===== src/rtl/pc_seq_pkg.sv =====
// ---------------------------------------------------------------------------
// pc_seq_pkg
// Shared definitions for the PC sequencer: branch_sel encodings, FSM state
// encoding, the default reset PC, the target-decision record passed from
// pc_target_calc to pc_sequencer, and a word-alignment helper.
// ---------------------------------------------------------------------------
package pc_seq_pkg;

  localparam logic [31:0] DEFAULT_RESET_PC = 32'h0000_0000;

  // branch_sel encodings
  localparam logic [1:0] SEL_HALT = 2'b00;  // ebreak: stop fetching
  localparam logic [1:0] SEL_JALR = 2'b01;  // register-indirect jump
  localparam logic [1:0] SEL_SEQ  = 2'b10;  // fall through
  localparam logic [1:0] SEL_BR   = 2'b11;  // pc-relative target

  // FSM state encoding
  localparam logic [1:0] ST_IDLE = 2'd0;
  localparam logic [1:0] ST_RUN  = 2'd1;
  localparam logic [1:0] ST_HALT = 2'd2;

  // Outcome of decoding one branch decision.
  typedef struct packed {
    logic        redirect;    // valid pc-relative or JALR redirect
    logic        halt_req;    // valid ebreak
    logic        misaligned;  // redirect target is a trap (trap build only)
    logic [31:0] target;      // word-aligned redirect target
  } pc_decision_t;

  // Clear the two low bits so the PC always stays on a word boundary.
  function automatic logic [31:0] word_align(input logic [31:0] addr);
    return addr & 32'hFFFF_FFFC;
  endfunction

endpackage


===== src/rtl/pc_target_calc.sv =====
// ---------------------------------------------------------------------------
// pc_target_calc
// Combinational target adders and select mux for the PC sequencer.
//   sel_valid  in  qualifies branch_sel
//   branch_sel in  2-bit branch decision (see pc_seq_pkg encodings)
//   ex_pc      in  PC of the resolving instruction
//   imm        in  sign-extended offset
//   rs1        in  JALR base register value
//   decision   out redirect / halt request, trap flag and aligned target
// Build option: PC_MISALIGN_TRAP_EN -- when defined, a redirect target with
// bit[1] set is flagged as misaligned; otherwise the flag is always 0 and the
// target is simply forced onto a word boundary.
// ---------------------------------------------------------------------------
module pc_target_calc
  import pc_seq_pkg::*;
(
  input  logic         sel_valid,
  input  logic [1:0]   branch_sel,
  input  logic [31:0]  ex_pc,
  input  logic [31:0]  imm,
  input  logic [31:0]  rs1,
  output pc_decision_t decision
);

  logic [31:0] br_tgt;
  logic [31:0] jalr_tgt;
  logic [31:0] raw_tgt;
  logic        is_redirect;

  // 32-bit adds; carry out is intentionally dropped so targets wrap.
  assign br_tgt   = ex_pc + imm;
  assign jalr_tgt = (rs1 + imm) & ~32'h1;

  assign raw_tgt     = (branch_sel == SEL_BR) ? br_tgt : jalr_tgt;
  assign is_redirect = sel_valid && ((branch_sel == SEL_BR) || (branch_sel == SEL_JALR));

  always_comb begin
    decision          = '0;
    decision.redirect = is_redirect;
    decision.halt_req = sel_valid && (branch_sel == SEL_HALT);
    decision.target   = word_align(raw_tgt);
`ifdef PC_MISALIGN_TRAP_EN
    decision.misaligned = is_redirect && raw_tgt[1];
`else
    decision.misaligned = 1'b0;
`endif
  end

endmodule


===== src/rtl/pc_sequencer.sv =====
// ---------------------------------------------------------------------------
// pc_sequencer
// Instruction-fetch PC sequencer with IDLE/RUN/HALT control, branch/JALR
// redirects, fetch stall accounting and optional misaligned-target trap.
//   clk        in  clock, all state on rising edge
//   rst        in  asynchronous active-high reset
//   sel_valid  in  qualifies branch_sel this cycle
//   branch_sel in  11 branch, 01 JALR, 00 halt, 10 sequential
//   ex_pc      in  PC of the resolving instruction
//   imm        in  sign-extended offset
//   rs1        in  JALR base
//   imem_ready in  instruction memory accepts imem_addr this cycle
//   resume     in  one-cycle pulse leaving HALT
//   imem_req   out fetch request (RUN only)
//   imem_addr  out fetch address (= pc)
//   pc         out current fetch PC
//   pc_plus4   out pc + 4 (wrapping)
//   flush      out one-cycle pulse after an accepted redirect
//   halted     out 1 while in HALT
//   stall_cnt  out saturating count of stalled RUN cycles
//   misalign   out sticky misaligned-target flag (trap build only)
// Build option: PC_MISALIGN_TRAP_EN enables the misaligned-target trap;
// without it misalign is tied to 0.
// ---------------------------------------------------------------------------
module pc_sequencer
  import pc_seq_pkg::*;
#(
  parameter logic [31:0] RESET_PC    = DEFAULT_RESET_PC,
  parameter int          STALL_CNT_W = 16
) (
  input  logic                   clk,
  input  logic                   rst,
  input  logic                   sel_valid,
  input  logic [1:0]             branch_sel,
  input  logic [31:0]            ex_pc,
  input  logic [31:0]            imm,
  input  logic [31:0]            rs1,
  input  logic                   imem_ready,
  input  logic                   resume,
  output logic                   imem_req,
  output logic [31:0]            imem_addr,
  output logic [31:0]            pc,
  output logic [31:0]            pc_plus4,
  output logic                   flush,
  output logic                   halted,
  output logic [STALL_CNT_W-1:0] stall_cnt,
  output logic                   misalign
);

  localparam logic [STALL_CNT_W-1:0] STALL_ONE = {{(STALL_CNT_W-1){1'b0}}, 1'b1};

  pc_decision_t decision;

  logic [1:0]             state_reg, state_next;
  logic [31:0]            pc_reg, pc_next;
  logic                   flush_reg, flush_next;
  logic [STALL_CNT_W-1:0] stall_cnt_reg, stall_cnt_next;
  logic                   misalign_reg, misalign_next;
  logic [31:0]            pc_inc;

  pc_target_calc u_target_calc (
    .sel_valid  (sel_valid),
    .branch_sel (branch_sel),
    .ex_pc      (ex_pc),
    .imm        (imm),
    .rs1        (rs1),
    .decision   (decision)
  );

  assign pc_inc = pc_reg + 32'd4;

  always_comb begin
    state_next     = state_reg;
    pc_next        = pc_reg;
    flush_next     = 1'b0;
    stall_cnt_next = stall_cnt_reg;
    misalign_next  = misalign_reg;

    case (state_reg)
      ST_IDLE: begin
        state_next = ST_RUN;
      end

      ST_RUN: begin
        if (decision.redirect) begin
          // A redirect wins over fetch progress and does not wait on imem_ready.
          if (decision.misaligned) begin
            state_next    = ST_HALT;
            misalign_next = 1'b1;
          end else begin
            pc_next    = decision.target;
            flush_next = 1'b1;
          end
        end else if (decision.halt_req) begin
          state_next = ST_HALT;
        end else if (imem_ready) begin
          pc_next = pc_inc;
        end else if (stall_cnt_reg != {STALL_CNT_W{1'b1}}) begin
          stall_cnt_next = stall_cnt_reg + STALL_ONE;
        end
      end

      ST_HALT: begin
        // Branch inputs are deliberately ignored here; only resume matters.
        if (resume) begin
          state_next    = ST_RUN;
          pc_next       = pc_inc;
          misalign_next = 1'b0;
        end
      end

      default: begin
        state_next = ST_IDLE;
      end
    endcase
  end

  always_ff @(posedge clk or posedge rst) begin
    if (rst) begin
      state_reg     <= ST_IDLE;
      pc_reg        <= RESET_PC;
      flush_reg     <= 1'b0;
      stall_cnt_reg <= '0;
      misalign_reg  <= 1'b0;
    end else begin
      state_reg     <= state_next;
      pc_reg        <= pc_next;
      flush_reg     <= flush_next;
      stall_cnt_reg <= stall_cnt_next;
      misalign_reg  <= misalign_next;
    end
  end

  // All outputs come straight from registers so reset is visible at once.
  assign imem_req  = (state_reg == ST_RUN);
  assign halted    = (state_reg == ST_HALT);
  assign pc        = pc_reg;
  assign imem_addr = pc_reg;
  assign pc_plus4  = pc_inc;
  assign flush     = flush_reg;
  assign stall_cnt = stall_cnt_reg;

`ifdef PC_MISALIGN_TRAP_EN
  assign misalign = misalign_reg;
`else
  assign misalign = 1'b0;
`endif

endmodule


===== config.mk =====
export PLATFORM = sky130hd
export DESIGN_NAME = pc_sequencer
export DESIGN_NICKNAME = d
export VERILOG_FILES = /design/src/rtl/pc_seq_pkg.sv /design/src/rtl/pc_target_calc.sv /design/src/rtl/pc_sequencer.sv
export SDC_FILE = /design/constraint.sdc
export NUM_CORES = 1
export LEC_CHECK = 0
export ABC_CLOCK_PERIOD_IN_PS = 4800
export CAP_MARGIN = 20
export CORE_ASPECT_RATIO = 0.9
export CORE_MARGIN = 1.5
export CORE_UTILIZATION = 30
export CTS_CLUSTER_SIZE = 30
export DETAILED_ROUTE_END_ITERATION = 8
export HOLD_SLACK_MARGIN = 0.08
export PLACE_DENSITY = 0.62
export REMOVE_ABC_BUFFERS = 1
export SYNTH_ARGS = -nofsm -noshare
export SYNTH_HDL_FRONTEND = slang
export SYNTH_SLANG_ARGS = --single-unit

===== constraint.sdc =====
create_clock -name clk -period 4.8 [get_ports clk]
set_clock_uncertainty 0.05 [all_clocks]
set_input_delay 0.72 -clock clk [delete_from_list [all_inputs] [get_ports clk]]
set_output_delay 0.72 -clock clk [all_outputs]
set_load 0.02 [all_outputs]

* Yosys cells after proc, flatten, opt, wreduce, memory -nomap -nowiden *
Index checks and enable logic that the tools add are counted.

storage, ports and cells
  flip-flop bits (word level) = 51
  input port bits = 103
  output and inout port bits = 116
  logic and storage cells = 42

operators by class
  add/subtract/negate cells = 4
  equality and inequality tests = 10
  multiplexer cells = 12
  bitwise logic cells = 3
  reductions and logical operators = 9

operator list
  cell                     number
  $mux W32                 5
  $add A32 B32 Y32         2
  $pmux W32 S2             1
  $add A32 B3 Y32 const B  1
  $add A16 B1 Y16 const B  1
  $ne A16 B16 Y1 const B   1
  $mux W2                  3
  $ne A3 B2 Y1 const B     2
  $pmux W2 S3              1
  $reduce_and A5 Y1        1
  $eq A2 B1 Y1 const B     2
  $eq A2 B2 Y1 const B     2
  $logic_not A2 Y1         2
  $ne A2 B2 Y1 const B     2
  $reduce_and A4 Y1        1
  $not A1 Y1               3
  $reduce_and A3 Y1        1
  $logic_and A1 B1 Y1      2
  $mux W1                  2
  $ne A2 B1 Y1 const B     1
  $reduce_bool A2 Y1       1
  $logic_or A1 B1 Y1       1

* Logic depth before layout (Yosys ltp) *
  depth after elaboration = 5
  gate-level depth with buffers = 12
  depth with buffers taken out = 10

* Modules after synthesis *
From an unflattened synthesis, not the netlist that was laid out.

unflattened totals
  cell total of the unflattened synthesis = 907
  area total of the unflattened synthesis = 7060.5 µm²

modules (own cells, without submodules)
  module          instances  cells each  area each (µm²)  sequential area each (µm²)
  pc_sequencer    1          453         3898.7           1276.2
  pc_target_calc  1          454         3161.8           0.0

* Worst setup path after synthesis *
Ideal clock, no wire load.

  path kind = register -> output
  from = register pc_reg[2] (netlist: imem_addr[2])
  to = output pc_plus4[26]
  data arrival time = 2.473 ns
  required time = 4.030 ns
  slack = 1.557 ns
  stages on the path, launching flop included = 11
  buffers on the path = 2
  path through = dfrtp_1 ha_1 and3_1 clkbuf_1 nand3_1 nor3_2 nand2b_1 clkbuf_1 nor3_2 nand3_1 xnor2_1

between the ends
  cells in the longest elaborated chain, start to end = 1

ends and longest elaborated chain
  element                   RTL line             RTL
  start: declaration        pc_sequencer.sv:55   logic [31:0] pc_reg, pc_next;
  start signal: assignment  pc_sequencer.sv:127  pc_reg <= pc_next;
  $add A32 B3 Y32           pc_sequencer.sv:70   assign pc_inc = pc_reg + 32'd4;
  end: declaration          pc_sequencer.sv:43   output logic [31:0] pc_plus4,

Every way passes these cells.

* Worst setup path in the final report *
Same ends and word-level chain as after synthesis.

==> results.cfg <==
[sta]
fmax_ghz = 0.243
setup_tns_ps = 0
drv_slew = 0
post-route-min-period_ps = 4110
worst_slew_pin_slew_ps = 906
final-hold-violation-count = 0
slew_headroom_pct = 39.6
min_period_over_period_pct = 85.7
grt_setup_unrepaired = no
setup_viol = 0

[hold_path]
hp-class = reg -> reg
holdPathStages = 1

[global_route]
grt_pass1_vias = 6266
grt-ovfl-total = 0
grt_max_degree = 39
grtUsageTotal_pct = 18.7
antenna_found_initial = 0
grt_pass1_wl_um = 33100

[logic_synthesis]
synth_warnings = 0
ys_top_cells_by_area = dfrtp_1 19%, ha_1 13%, xnor2_1 7.6%
ys_seq_area_share_pct = 19.4
synth.largest_area_cell = dfrtp_1
synthCells = 811
syn_avg_cell_area_um2 = 7.81
mappedNetlistArea_mm2 = 0.00633
synth_edf_count = 0
synth_top_cell_area_share_pct = 19.4
synth_most_common_cell = a21oi_1
post_synth_most_frequent_cells = 87 x a21oi_1, 71 x nand2_1, 65 x ha_1
synthFlopType = dfrtp_1
ys_async_sr_fraction_pct = 100
synth_cell_types = 71
ys_seq_elements = 49

[floorplan]
start_util_pct = 30.5
pin_count = 219
die_w_um = 156
die_y_um = 141
rows = 50
fp.coreArea_mm2 = 0.0208
dieArea_mm2 = 0.0220

[layout]
antenna_cells = 0
stdcell_count = 1266
nets = 1147
fin_util_pct = 41.8
largest_reg_flops = 30
nFillCells = 2159
area_growth_pct = 37.2
multi_input_area_mm2 = 0.00466
register_area_mm2 = 0.00123
drive_gt1_share_pct = 3.98

[setup_path]
critPathKind = reg -> out
startpoint_type = flip-flop
cp.arrival_ps = 3340
crit_fanout = 8
cp-end-kind = output port
worstPathRequired_ps = 4030
rr_worst_depth = 10

[route]
viasPerCell = 5.18
ant_nets = 0
routed_wl_um = 21000
drt-pass1-iter-count = 5
wire_per_inst_um = 16.6
drt_iter0_markers = 393
drc = 0
via_count = 6560

[cts]
cts_sinks = 49
clock_latency_ps = 290
postCtsHoldBufs = 0
numCtsBuffers = 5
root_buffer = clkbuf_16
cts_buffer_depth = 2
cts-htree-levels = 2
cts_setup_buffers = 0
clk_pin_slew_ps = 70
tritoncts = done
cts_resized = 0

[job]
maxCapViolCount = 0

[place]
dp_hpwl_um = 17300
port_buffers = 211
place_inst = 1258
place.gp.congestion = 0.881

[power]
p_leak_nw = 3.46
peakVddDrop_mv = 0.179
power_density_mw_per_mm2 = 443

[outcome]
status = completed
cell type report:
cell class	instances	area share (%)
timing repair buffer	219	25.0
clock buffer	6	1.60
clock inverter	2	0.432
multi-input combinational	679	53.6
sequential	49	14.1
tap	286	4.12
inverter	25	1.08
final timing paths:
path / from / to / slack, ps
max in group asynchronous: rst / imem_addr[5]$_DFFE_PP0P_ / 3250
max reg2reg: imem_addr[2]$_DFFE_PP0P_ / imem_addr[30]$_DFFE_PP0P_ / 1950
min reg2reg: stall_cnt[6]$_DFFE_PP0P_ / stall_cnt[6]$_DFFE_PP0P_ / 440
max: imem_addr[2]$_DFFE_PP0P_ / pc_plus4[26] / 690
min in group asynchronous: rst / imem_addr[31]$_DFFE_PP0P_ / 660
min: stall_cnt[6]$_DFFE_PP0P_ / stall_cnt[6]$_DFFE_PP0P_ / 440
worst max-delay path, stage by stage (launching register included):
cell and delay [ps]:
dfrtp_1 490, ha_1 280, and3_1 290, nand3_1 150
nor3_2 290, nand2b_1 270, nor3_2 290, nand3_1 180
xnor2_1 160, clkdlybuf4s50_1 660
per-layer routing:
layer / up-vias / GRT usage [%] / share of wire [%] / routed length, um
li1: 3284 / - / - / -
met1: 3063 / 26.6 / 49 / 10300
met2: 195 / 30.8 / 45 / 9490
met3: 18 / 1.66 / 4.1 / 853
met4: 0 / 3.86 / 1.4 / 287
met5: - / 0 / 0 / 0
kinds of logic after synthesis:
| family | share of synthesized area, % |
|---|---|
| other cells | 0.0592 |
| xor+xnor | 12.3 |
| flops | 19.4 |
| simple gates | 19.9 |
| mux | 0.810 |
| buf+inv | 7.47 |
| compound gates | 27.3 |
| fa+ha+maj | 12.8 |
metrics by stage:
| step | worst slack, ps | total power, mW | hold slack, ps | area [um2] |
|---|---|---|---|---|
| after floorplan | 1450 | 2.18 | 466 | 5970 |
| after CTS | 700 | 3.87 | 453 | 8680 |
| final | 688 | 3.85 | 443 | 8680 |
| after global placement | 950 | 3.41 | 433 | 8510 |
| after detailed placement | 920 | 3.43 | 444 | 8510 |
| after global routing | 359 | 4.10 | 479 | 8680 |
placed cells by master (no fill, tap or decap), types with 5 or more instances in the layout:
cell type	instances
a211oi_1	11
a21o_1	19
a21oi_1	87
a31oi_1	9
and3_1	13
buf_4	8
clkbuf_16	5
clkdlybuf4s50_1	211
conb_1	7
dfrtp_1	49
ha_1	65
inv_1	24
nand2_1	71
nand2b_1	13
nand3_1	32
nand4_1	21
nor2_1	43
nor2b_1	8
nor3_1	17
nor3b_1	6
o211ai_1	6
o21a_1	9
o21ai_0	54
o22ai_1	11
or3_1	7
xnor2_1	55
xor2_1	34
where the power goes:
part | switching, mW | total (mW) | leakage (nW) | internal (mW)
registers | 0.290 | 0.852 | 0.611 | 0.562
logic | 1.39 | 2.57 | 2.77 | 1.18
clock network | 0.164 | 0.424 | 0.0831 | 0.260
total | 1.84 | 3.85 | 3.46 | 2.01
No activity file was read; power rests on OpenSTA's default activity.
